==> config.mk <==
export PLATFORM = sky130hd
export DESIGN_NAME = uart_rx_frame_sampler
export DESIGN_NICKNAME = d
export VERILOG_FILES = /design/src/rtl/uart_rx_frame_sampler.sv
export SDC_FILE = /design/constraint.sdc
export NUM_CORES = 1
export LEC_CHECK = 0
export ABC_AREA = 1
export BUFFER_PORTS_ARGS = -buffer_cell sky130_fd_sc_hd__buf_2
export CAP_MARGIN = 10
export CORE_AREA = 4 4 74 93
export CTS_BUF_LIST = sky130_fd_sc_hd__clkbuf_16
export DETAILED_ROUTE_END_ITERATION = 8
export DIE_AREA = 0 0 78 97
export GPL_TIMING_DRIVEN = 0
export MAX_ROUTING_LAYER = met4
export PLACE_DENSITY_LB_ADDON = 0.05
export SKIP_CTS_REPAIR_TIMING = 1
export SYNTH_ARGS = -nofsm -noshare
export SYNTH_HDL_FRONTEND = slang
export SYNTH_SLANG_ARGS = --single-unit
==> constraint.sdc <==
create_clock -name clk -period 2.28 [get_ports clk]
set_input_delay 0.228 -clock clk [delete_from_list [all_inputs] [get_ports clk]]
set_output_delay 0.228 -clock clk [all_outputs]
set_load 0.05 [all_outputs]
==> src/rtl/uart_rx_frame_sampler.sv <==
// UART receive front-end: oversampled serial line in, one buffered parallel frame out.
// Each frame carries parity and framing status and leaves over a valid/ready handshake.
module uart_rx_frame_sampler #(
  parameter int DATA_WIDTH = 8,
  parameter int OVERSAMPLE = 16,
  parameter int PARITY_EN  = 1,
  parameter int PARITY_ODD = 0,
  parameter int STOP_BITS  = 1
) (
  input  logic                  clk,
  input  logic                  rst_n,
  input  logic                  baud_tick,
  input  logic                  rx,
  input  logic                  frame_ready,
  output logic                  frame_valid,
  output logic [DATA_WIDTH-1:0] frame_data,
  output logic                  parity_err,
  output logic                  framing_err,
  output logic [7:0]            overrun_cnt,
  output logic                  busy
);

  localparam int TW = $clog2(OVERSAMPLE);
  localparam int BW = 3;
  localparam logic [TW-1:0] TICK_MID  = TW'(OVERSAMPLE / 2 - 1);
  localparam logic [TW-1:0] TICK_LAST = TW'(OVERSAMPLE - 1);
  localparam logic [BW-1:0] DATA_LAST = BW'(DATA_WIDTH - 1);
  localparam logic [BW-1:0] STOP_LAST = BW'(STOP_BITS - 1);
  localparam logic          PODD      = (PARITY_ODD != 0);

  typedef enum logic [2:0] {IDLE, START, DATA, PARITY, STOP, WAIT_HIGH} state_t;

  state_t                state;
  logic                  rx_meta;
  logic                  rx_s;
  logic [TW-1:0]         tick_cnt;
  logic [BW-1:0]         bit_cnt;
  logic [DATA_WIDTH-1:0] shift;
  logic                  par_acc;
  logic                  perr_acc;
  logic                  fe_acc;
  logic                  sample_pt;
  logic                  pop;
  logic                  can_load;

  // Handshake: a frame transfers on any rising edge where frame_valid && frame_ready;
  // the buffer contents are held while frame_valid is high and frame_ready is low.
  assign sample_pt = baud_tick && (tick_cnt == TICK_LAST);
  assign pop       = frame_valid && frame_ready;
  assign can_load  = !frame_valid || frame_ready;
  assign busy      = (state != IDLE);

  always_ff @(posedge clk or negedge rst_n) begin
    if (!rst_n) begin
      state       <= IDLE;
      rx_meta     <= 1'b1;
      rx_s        <= 1'b1;
      tick_cnt    <= '0;
      bit_cnt     <= '0;
      shift       <= '0;
      par_acc     <= 1'b0;
      perr_acc    <= 1'b0;
      fe_acc      <= 1'b0;
      frame_valid <= 1'b0;
      frame_data  <= '0;
      parity_err  <= 1'b0;
      framing_err <= 1'b0;
      overrun_cnt <= '0;
    end else begin
      rx_meta <= rx;
      rx_s    <= rx_meta;
      // A load later in this block overrides the pop.
      if (pop) frame_valid <= 1'b0;
      case (state)
        IDLE: begin
          if (baud_tick && !rx_s) begin
            state    <= START;
            tick_cnt <= '0;
          end
        end
        START: begin
          if (baud_tick) begin
            if (tick_cnt == TICK_MID) begin
              tick_cnt <= '0;
              bit_cnt  <= '0;
              par_acc  <= 1'b0;
              perr_acc <= 1'b0;
              fe_acc   <= 1'b0;
              state    <= rx_s ? IDLE : DATA;
            end else begin
              tick_cnt <= tick_cnt + 1'b1;
            end
          end
        end
        DATA: begin
          if (sample_pt) begin
            tick_cnt <= '0;
            shift    <= {rx_s, shift[DATA_WIDTH-1:1]};
            par_acc  <= par_acc ^ rx_s;
            if (bit_cnt == DATA_LAST) begin
              bit_cnt <= '0;
              state   <= (PARITY_EN != 0) ? PARITY : STOP;
            end else begin
              bit_cnt <= bit_cnt + 1'b1;
            end
          end else if (baud_tick) begin
            tick_cnt <= tick_cnt + 1'b1;
          end
        end
        PARITY: begin
          if (sample_pt) begin
            tick_cnt <= '0;
            perr_acc <= par_acc ^ rx_s ^ PODD;
            state    <= STOP;
          end else if (baud_tick) begin
            tick_cnt <= tick_cnt + 1'b1;
          end
        end
        STOP: begin
          if (sample_pt) begin
            tick_cnt <= '0;
            if (bit_cnt == STOP_LAST) begin
              bit_cnt <= '0;
              if (can_load) begin
                frame_valid <= 1'b1;
                frame_data  <= shift;
                parity_err  <= perr_acc;
                framing_err <= fe_acc | !rx_s;
              end else if (overrun_cnt != 8'hFF) begin
                overrun_cnt <= overrun_cnt + 1'b1;
              end
              // A low final stop bit means a break or stuck line; wait for it to recover.
              state <= rx_s ? IDLE : WAIT_HIGH;
            end else begin
              fe_acc  <= fe_acc | !rx_s;
              bit_cnt <= bit_cnt + 1'b1;
            end
          end else if (baud_tick) begin
            tick_cnt <= tick_cnt + 1'b1;
          end
        end
        WAIT_HIGH: begin
          if (baud_tick && rx_s) state <= IDLE;
        end
        default: state <= IDLE;
      endcase
    end
  end

endmodule

==> impl_metrics.toml <==
[sta]
fin_crit_sh = 0.719
final-setup-viol-count = 0
grt_setup_unrepaired = "false"
clock_skew_ns = 0.00257
hold_slack_ns = 0.0469
timing.final.ws_setup_ns = 0.640
hold_viol = 0
tightest_slew_ns = 0.954
relSlewSlack = 0.364
fin_tns_setup_ns = 0
slew_violations = 0
max_freq_mhz = 610
period_needed_ns = 1.64

[grt]
grt_max_degree = 43
grt_pass1_wl_mm = 8.19
grt_usage = 0.136
overflow = 0
antenna_found_initial = 0
grt_pass1_vias = 1750

[pwr]
combPwrFrac = 0.372
irDropWorstVdd_mv = 0.515
p_clk_frac = 0.276
p_int_w = 0.00150
pwr-share-seq = 0.352
switching_share = 0.389
p_switching_w = 0.000954
powerDensity_mw_per_mm2 = 898
p_leak_nw = 1.45

[critical_path]
crit_chain = "ha_1, nand2_2, inv_2, nand2_4, nor2_1, nand4_1, buf_4, nand2_1, o21ai_2"
endpoint_kind = "flop"
crit_slowest_cell = "dfrtp_1"
critPathArrivalTime_ns = 1.81
path_max_fanout = 10
cp-start-kind = "flop"
rr_worst_depth = 9
critPathMaxStageDelay_ns = 0.40
crit_type = "reg -> reg"
crit_required_ns = 2.45

[drt]
routed_wl_mm = 4.57
drc = 0
drtPass1Iterations = 4
wl_per_cell_um = 11.4
vias = 1818
drtIter0Drc = 109
antenna_left = 0
routed_via_density = 4.53

[floorplan]
start_util = 0.391
ios = 25
core_area_sq_mm = 0.00605
dieArea_sq_mm = 0.00757
die_w_um = 78
die_h_um = 97
num_rows = 32

[clocking]
cts_tree = "yes"
cts.sink_count = 42
cts_buffers = 5
cts-root-buf = "clkbuf_16"
cts_max_path_buffers = 2
clk_latency_ns = 0.28
cts_max_level = 2
clk_pin_slew_ns = 0.06

[logic_synthesis]
ys_ff_latch = 42
syn_inst = 284
synth.largest_area_cell = "dfrtp_1"
yosysSeqAreaShare = 0.446
synth.distinct_cells = 29
syn_area_sq_mm = 0.00236
async_reset_ff_frac = 1.00
yosysWarnings = 0
synth_top_area_frac = 0.424
ys.flop_type = "dfrtp_1"
synth.avg_cell_area_sq_um = 8.31
synth_edf_count = 0
syn-num-nets = 294
synth_area_leaders = "dfrtp_1, nand2_1, inv_1, o21ai_2, o21ai_0"

[layout]
stdcell_area_sq_mm = 0.00273
final_common_cell = "nand2_1"
drive_above_1_share = 0.250
num_antenna_cells = 0
fillerInstances = 639
syn2layout_area_growth_pct = 15.6
final_cell_mix = "nand2_1, dfrtp_1, inv_1"
num-nets-final = 325

[placed_design]
postPlaceCellArea_sq_mm = 0.00259
io_buffers = 24
gp_congestion = 0.813
dp_hpwl_mm = 3.36
dp_slack_ns = 0.613

[worst_hold_path]
min_path_cells = 1
hold_class = "in -> reg"

[status]
status = "finished clean"

[job]
cap_violations = 0
[synth_stat cells (3+ instances only)]
master / instances
nand2_4: 6
inv_1: 34
nand3_2: 4
ha_1: 5
nand2_1: 83
dfrtp_1: 40
nand2_2: 3
nor2_1: 16
xnor2_1: 5
o21ai_0: 18
o21ai_2: 14
o21ai_1: 3
buf_6: 3
nand4_1: 7
a21oi_1: 3
inv_2: 4
nand3_1: 15
nor2_2: 5
[registers in the layout (all words and copies together) (netlist names)]
signal / cells
overrun_cnt: 8
perr_acc: 1
fe_acc: 1
framing_err: 1
frame_valid: 1
state: 3
rx_s: 1
rx_meta: 1
shift: 8
tick_cnt: 4
parity_err: 1
frame_data: 8
bit_cnt: 3
par_acc: 1
[area by class of cell]
type                    instances  area [sq um]  area share
plain buffers                   5          46.3      0.0170
clock buffers                   5           125      0.0459
flip-flops and latches         42          1050       0.386
clock inverters                 3          16.3     0.00596
inverters                      39           149      0.0546
well taps                      85           106      0.0390
multi-input cells             198          1110       0.408
repair buffers                 24           120      0.0440
[power by group through the flow]
| stage | Clock [W] | Combinational (W) | Sequential [W] |
|---|---|---|---|
| global route | 0.000739 | 0.00104 | 0.000869 |
| floorplan | 0 | 0.000745 | 0.000865 |
| CTS | 0.000703 | 0.000925 | 0.000862 |
| detailed placement | 0 | 0.000921 | 0.000875 |
| global placement | 0 | 0.000919 | 0.000876 |
| finish | 0.000677 | 0.000912 | 0.000861 |
[metrics by stage]
step,util,instances,power (W)
floorplan,-,284,0.00161
global placement,0.428,393,0.00179
detailed placement,0.428,393,0.00180
CTS,0.451,401,0.00249
global route,0.451,401,0.00265
finish,0.451,401,0.00245
[metal layers]
metal	track usage	vias up	wire [um]
li1	-	959	-
met1	0.172	827	2210
met2	0.214	27	2150
met3	0.0270	5	148
met4	0.0498	0	62
met5	-	-	0
[critical path, delay by kind of cell, from the launching register on]
kind	cells	cell delay [ns]
simple gates	5	0.55
flops	1	0.40
buf+inv	2	0.33
fa+ha+maj	1	0.20
compound gates	1	0.05
[path summary, 6_finish.rpt]
path | startpoint | to | slack, ns
max reg2reg | tick_cnt[0]$_DFFE_PN0P_ | overrun_cnt[6]$_DFFE_PN0P_ | 0.64
min in group asynchronous | rst_n | frame_data[4]$_DFFE_PN0P_ | 0.09
max | tick_cnt[0]$_DFFE_PN0P_ | overrun_cnt[6]$_DFFE_PN0P_ | 0.64
min | rx | rx_meta$_DFF_PN1_ | 0.05
max in group asynchronous | rst_n | tick_cnt[0]$_DFFE_PN0P_ | 1.59
min reg2reg | rx_meta$_DFF_PN1_ | rx_s$_DFF_PN1_ | 0.36
[cell families after synthesis]
| family | after synthesis | share of synthesized area |
|---|---|---|
| AOI/OAI and AO/OA | 40 | 0.109 |
| DFF | 42 | 0.446 |
| and+or+nand+nor | 146 | 0.309 |
| xor gates and xnor gates | 7 | 0.0260 |
| adders and majority gates | 5 | 0.0265 |
| buffers and inverters | 44 | 0.0827 |
Power figures use the tool's default switching activity.
